### src/rtl/imem_arbiter.sv
// Two-requester arbiter for the instruction memory read port with a hold limit.
// Optional grant/conflict counters are enabled by defining IMEM_ARB_STATS_EN.
module imem_arbiter #(
  parameter int DATA_WIDTH = 32,
  parameter int BUS_WIDTH  = 10,
  parameter int MAX_HOLD   = 4
) (
  input  logic                  clk,
  input  logic                  rst_n,
  input  logic                  m0_req,
  input  logic [31:0]           m0_addr,
  output logic                  m0_gnt,
  output logic                  m0_rvalid,
  output logic [DATA_WIDTH-1:0] m0_rdata,
  output logic                  m0_err,
  input  logic                  m1_req,
  input  logic [31:0]           m1_addr,
  output logic                  m1_gnt,
  output logic                  m1_rvalid,
  output logic [DATA_WIDTH-1:0] m1_rdata,
  output logic                  m1_err,
  output logic [BUS_WIDTH-1:0]  mem_addr,
  input  logic [DATA_WIDTH-1:0] mem_rdata
`ifdef IMEM_ARB_STATS_EN
  ,
  output logic [31:0]           stat_gnt0,
  output logic [31:0]           stat_gnt1,
  output logic [31:0]           stat_conflict
`endif
);

  localparam int HW = (MAX_HOLD < 1) ? 1 : $clog2(MAX_HOLD + 1);
  localparam logic [HW-1:0] HOLD_MAX = HW'(MAX_HOLD);

  logic          last_gnt_q, last_gnt_d;
  logic [HW-1:0] hold_cnt_q, hold_cnt_d;
  logic          m0_rvalid_q, m1_rvalid_q;
  logic          m0_err_q, m1_err_q;
  logic [DATA_WIDTH-1:0] m0_rdata_q, m1_rdata_q;
  logic          winner;
  logic          unused_addr;

  // Only the word-address bits reach the memory; the rest wrap away.
  assign unused_addr = ^{m0_addr[31:BUS_WIDTH+2], m1_addr[31:BUS_WIDTH+2]};

  always_comb begin
    m0_gnt = 1'b0;
    m1_gnt = 1'b0;
    winner = last_gnt_q;
    if (rst_n) begin
      if (m0_req && m1_req) begin
        winner = (hold_cnt_q < HOLD_MAX) ? last_gnt_q : ~last_gnt_q;
        m0_gnt = ~winner;
        m1_gnt = winner;
      end else begin
        m0_gnt = m0_req;
        m1_gnt = m1_req;
      end
    end
  end

  always_comb begin
    mem_addr = '0;
    if (m0_gnt)      mem_addr = m0_addr[BUS_WIDTH+1:2];
    else if (m1_gnt) mem_addr = m1_addr[BUS_WIDTH+1:2];
  end

  always_comb begin
    last_gnt_d = last_gnt_q;
    hold_cnt_d = hold_cnt_q;
    if (m0_gnt || m1_gnt) begin
      if (m1_gnt == last_gnt_q) begin
        if (hold_cnt_q < HOLD_MAX) hold_cnt_d = hold_cnt_q + HW'(1);
      end else begin
        last_gnt_d = m1_gnt;
        hold_cnt_d = HW'(1);
      end
    end else begin
      hold_cnt_d = '0;
    end
  end

  always_ff @(posedge clk or negedge rst_n) begin
    if (!rst_n) begin
      last_gnt_q  <= 1'b0;
      hold_cnt_q  <= '0;
      m0_rvalid_q <= 1'b0;
      m1_rvalid_q <= 1'b0;
      m0_rdata_q  <= '0;
      m1_rdata_q  <= '0;
      m0_err_q    <= 1'b0;
      m1_err_q    <= 1'b0;
    end else begin
      last_gnt_q  <= last_gnt_d;
      hold_cnt_q  <= hold_cnt_d;
      m0_rvalid_q <= m0_gnt;
      m1_rvalid_q <= m1_gnt;
      // Losers keep their previous data so a slow consumer can still read it.
      if (m0_gnt) begin
        m0_rdata_q <= mem_rdata;
        m0_err_q   <= (m0_addr[1:0] != 2'b00);
      end
      if (m1_gnt) begin
        m1_rdata_q <= mem_rdata;
        m1_err_q   <= (m1_addr[1:0] != 2'b00);
      end
    end
  end

  assign m0_rvalid = m0_rvalid_q;
  assign m1_rvalid = m1_rvalid_q;
  assign m0_rdata  = m0_rdata_q;
  assign m1_rdata  = m1_rdata_q;
  assign m0_err    = m0_err_q;
  assign m1_err    = m1_err_q;

`ifdef IMEM_ARB_STATS_EN
  logic [31:0] stat_gnt0_q, stat_gnt1_q, stat_conflict_q;

  always_ff @(posedge clk or negedge rst_n) begin
    if (!rst_n) begin
      stat_gnt0_q     <= '0;
      stat_gnt1_q     <= '0;
      stat_conflict_q <= '0;
    end else begin
      if (m0_gnt)            stat_gnt0_q     <= stat_gnt0_q + 32'd1;
      if (m1_gnt)            stat_gnt1_q     <= stat_gnt1_q + 32'd1;
      if (m0_req && m1_req)  stat_conflict_q <= stat_conflict_q + 32'd1;
    end
  end

  assign stat_gnt0     = stat_gnt0_q;
  assign stat_gnt1     = stat_gnt1_q;
  assign stat_conflict = stat_conflict_q;
`endif

endmodule

### config.mk
export PLATFORM = sky130hd
export DESIGN_NAME = imem_arbiter
export DESIGN_NICKNAME = d
export VERILOG_FILES = /design/src/rtl/imem_arbiter.sv
export SDC_FILE = /design/constraint.sdc
export NUM_CORES = 1
export LEC_CHECK = 0
export CAP_MARGIN = 20
export CELL_PAD_IN_SITES_DETAIL_PLACEMENT = 1
export CELL_PAD_IN_SITES_GLOBAL_PLACEMENT = 1
export CORE_MARGIN = 2
export CORE_UTILIZATION = 29
export CTS_CLUSTER_SIZE = 8
export DETAILED_ROUTE_END_ITERATION = 7
export HOLD_SLACK_MARGIN = 0.02
export PLACE_DENSITY_LB_ADDON = 0.1
export RECOVER_POWER = 25
export REMOVE_ABC_BUFFERS = 1
export SLEW_MARGIN = 10
export SYNTH_ARGS = -nofsm -noshare
export SYNTH_HDL_FRONTEND = slang
export SYNTH_SLANG_ARGS = --single-unit
### constraint.sdc
create_clock -name clk -period 2.2 [get_ports clk]
set_clock_uncertainty 0.1 [all_clocks]
set_input_delay 0.55 -clock clk [delete_from_list [all_inputs] [get_ports clk]]
set_output_delay 0.55 -clock clk [all_outputs]
set_load 0.05 [all_outputs]
==> results.md <==
Status:
- The flow ran to the end, but the final reports show violations.
- The checks that failed: setup timing.

Placed design:
- The total placed instance area is slightly below 5000 sq um.
- After legalization and detailed placement, the total HPWL measured 6.209 mm.
- Prior to clock tree synthesis, the placed netlist has a worst setup slack of -243.8 ps.
- The number of placed instances with taps included is slightly above 500.
- The placer's final routability congestion estimate is 0.6889.
- The total of buffers placed on input and output ports is 139.

STA:
- Setup violations remaining at the end of the flow were counted as 12.
- The accumulated negative setup slack is -978.3 ps.
- The worst hold slack is roughly 280 ps.
- The number of failing hold endpoints at the final stage is 0.
- Based on the critical path, the design can be clocked at up to 0.4323 GHz.
- At the pin with the least slew margin, the transition time is about 1200 ps.
- The final max-slew violation count is 0.
- The worst-case headroom to the max-slew limit is between 10% and 20%.
- Setup repair after global routing could not meet its margin everywhere.
- The least setup slack across all paths after layout is -113.1 ps.
- The worst path in the final design needs a cycle of roughly 2300 ps, including I/O delays and setup.
- The final critical path takes up 105.1% of the cycle.

Setup path:
- Data on the critical path is required at its endpoint by 1550 ps.
- The endpoint identified for the worst register-to-register timing path is m0_rdata[14]$_DFFE_PN0P_.
- The worst setup path is launched from a flip-flop.
- By startpoint and endpoint, the worst setup path is classified as flip-flop to output port.
- The worst setup path is captured at an output port.
- Counting cells, the worst reg-to-reg path comes to 7.
- Across all register-to-register paths, the minimum setup slack is 230 ps.
- Along the worst path, the maximum fanout reaches 11.
- The startpoint identified for the worst register-to-register timing path is hold_cnt_q[2]$_DFFE_PN0P_.
- The data arrival time of the critical path is 1660 ps.

Pwr:
- The post-layout total power is between 4 and 5 mW.
- IR analysis of the VDD net gives a maximum drop of 508.1 uV.
- The power density over cell area is around 900 nW/um^2.
- The static leakage is 2.475 nW.

Drt:
- The starting DRC count in detailed routing is 84.
- After detailed routing, the average wire length per cell comes to 16.79 microns.
- The number of optimization iterations in the first detailed-route pass is 4.
- In the routed design, unresolved DRC markers number 0.
- The total number of vias is 2448.
- In the routed layout, each cell is associated on average with a via count of 4.576.
- In this run the remaining antenna-violating nets after routing total 0.
- The total length of routed wires is 8.984 mm.

Synth:
- The synthesized area is 3122 sq um.
- The number of instances in the synthesized netlist is 233.
- The dominant register cell in the synthesized netlist is sky130_fd_sc_hd__dfrtp_1.
- The number of synthesized flops with an enable pin is 0.
- The number of warnings issued by yosys is 0.
- In the synthesized netlist the async set-or-reset flop fraction comes to 100.0%.
- The sequential area share after synthesis is slightly below 60%.
- Counting distinct cell types in the post-synthesis netlist gives 23.
- The average cell area after synthesis is ~13 sq um.
- The flip-flop and latch count after synthesis is 72.

Clock tree:
- No sink is reached through more buffers than the 2 on the longest clock path.
- The clock sink total is 72.
- The buffer cell driving the clock tree root is sky130_fd_sc_hd__clkbuf_8.
- The total CTS buffers is 9.
- TritonCTS built the clock tree.
- The H-tree was split into 3 levels.
- The clock-pin slew on the worst setup and hold paths is 70 ps.
- At the later pin of the worst-skew pair, clock insertion delay measures between 300 and 400 ps.

Cells and area:
- After routing the design area is 5290 sq um.
- The growth of design area from synthesis to finish is 69.46%.
- The library cells used most frequently in the layout, excluding fill and tap cells, are sky130_fd_sc_hd__clkdlybuf4s50_1 (73), sky130_fd_sc_hd__dfrtp_1 (70), sky130_fd_sc_hd__mux2_2 (61).
- The post-route core utilization is 51.01%.
- Leaving out fill and tap cells, the most frequent cell in the layout is sky130_fd_sc_hd__clkdlybuf4s50_1.
- In the final layout, the share of cells above drive strength 1 is roughly 37%.
- The number of nets in the layout is 495.
- For this run, the number of standard cells in the final layout without fillers is 535.
- The number of diodes added for antenna fixing is 0.
- After filler insertion, the fill cell instance count of the layout stands at 1109.

Floorplan:
- The die is ~110 microns wide.
- The die covers between 10000 and 15000 sq um.
- The effective utilization at floorplan is between 30% and 40%.
- The floorplan has 37 rows.
- The y dimension of the die is ~110 microns.
- 180 I/O pins were placed.
- The floorplan step defined a core boundary enclosing 10370 sq um.

Global route:
- The first global-routing pass estimated 14.46 mm of wire.
- The leftover overflow at the end of global routing is 0.
- The total global-route track usage is between 10% and 20%.
- The number of antenna violations at the first check in global routing is 0.
- The number of global-route vias before repair came to 2767.
- The maximum number of pins on one net before global-route repair is 50.

Worst hold path:
- The tightest min-delay check is of the input port to asynchronous set/reset pin type.

Flow run:
- The reported max-cap violation count is 0.
-- worst max-delay path by stage --
stage / startpoint / endpoint / slack (ps) / cells past startpoint
after floorplan: hold_cnt_q[2]$_DFFE_PN0P_ / m0_gnt / -90 / 2
after global placement: m0_req / m0_gnt / -230 / 6
after detailed placement: m1_req / m1_rdata[25]$_DFFE_PN0P_ / -240 / 6
after CTS: last_gnt_q$_DFFE_PN0P_ / mem_addr[6] / -130 / 5
after global routing: hold_cnt_q[2]$_DFFE_PN0P_ / mem_addr[7] / -170 / 5
final: hold_cnt_q[2]$_DFFE_PN0P_ / mem_addr[7] / -110 / 5
-- area by class of cell --
cell class / instances / area (sq um) / share of cell area [%]
repair buffers: 167 / 1869 / 35.34
flip-flops and latches: 72 / 1804 / 34.11
multi-input cells: 140 / 1236 / 23.37
well taps: 136 / 170.2 / 3.217
clock buffers: 10 / 127.6 / 2.412
clock inverters: 6 / 67.56 / 1.277
inverters: 4 / 15.01 / 0.2838
-- sequential cells by signal (all words and copies together), names as in the netlist --
register / flops
m0_rdata: 32
m1_rdata: 32
hold_cnt_q: 3
last_gnt_q: 1
m0_err: 1
m0_rvalid: 1
m1_err: 1
m1_rvalid: 1
-- kinds of logic after synthesis --
logic type	after synthesis	share of synthesized area (%)
buf+inv	21	4.489
mux	69	24.73
flops	72	57.72
xor+xnor	2	1.042
compound gates	40	8.257
fa+ha+maj	1	0.4007
simple gates	28	3.367
-- power breakdown --
group | total, mW | switching, mW | internal, mW
sequential | 1.70 | 0.129 | 1.57
clock | 1.04 | 0.516 | 0.528
combinational | 2.12 | 1.31 | 0.809
-- layer usage --
layer	wire length, microns	global-route usage, %	part of all wire [%]
met5	0	0	0
met4	79	4.945	0.88
met3	825	6.659	9.2
met2	4304	26.10	48
met1	3774	19.96	42
-- cell usage after synthesis, types with 2 or more instances --
master / n / area share [%]
sky130_fd_sc_hd__a21oi_1: 22 / 3.5
sky130_fd_sc_hd__nor2_1: 6 / 0.72
sky130_fd_sc_hd__buf_1: 3 / 0.36
sky130_fd_sc_hd__o21a_1: 10 / 2.4
sky130_fd_sc_hd__a21oi_4: 2 / 1.0
sky130_fd_sc_hd__nand2_1: 22 / 2.6
sky130_fd_sc_hd__mux2_1: 4 / 1.4
sky130_fd_sc_hd__inv_1: 4 / 0.48
sky130_fd_sc_hd__a21boi_0: 2 / 0.48
sky130_fd_sc_hd__mux2i_1: 4 / 1.3
sky130_fd_sc_hd__buf_2: 4 / 0.64
sky130_fd_sc_hd__dfrtp_1: 72 / 58
sky130_fd_sc_hd__buf_6: 7 / 2.5
sky130_fd_sc_hd__mux2_2: 61 / 22
sky130_fd_sc_hd__clkbuf_1: 2 / 0.24
-- critical path, cell delays in order, from the launching register on --
cell	delay, ps
sky130_fd_sc_hd__dfrtp_2	480
sky130_fd_sc_hd__xor2_4	210
sky130_fd_sc_hd__buf_12	160
sky130_fd_sc_hd__a21oi_2	150
sky130_fd_sc_hd__o21a_1	190
sky130_fd_sc_hd__buf_12	150
-- timing repair --
item                                   CTS  global route
hold buffers                             1             0
setup endpoints to repair               16            43
setup buffers                            5             3
gates cloned                             2             0
gates resized for setup                 16            39
endpoints found under the hold margin    3             0
pin swaps                                6            11
Power figures use the tool's default switching activity.
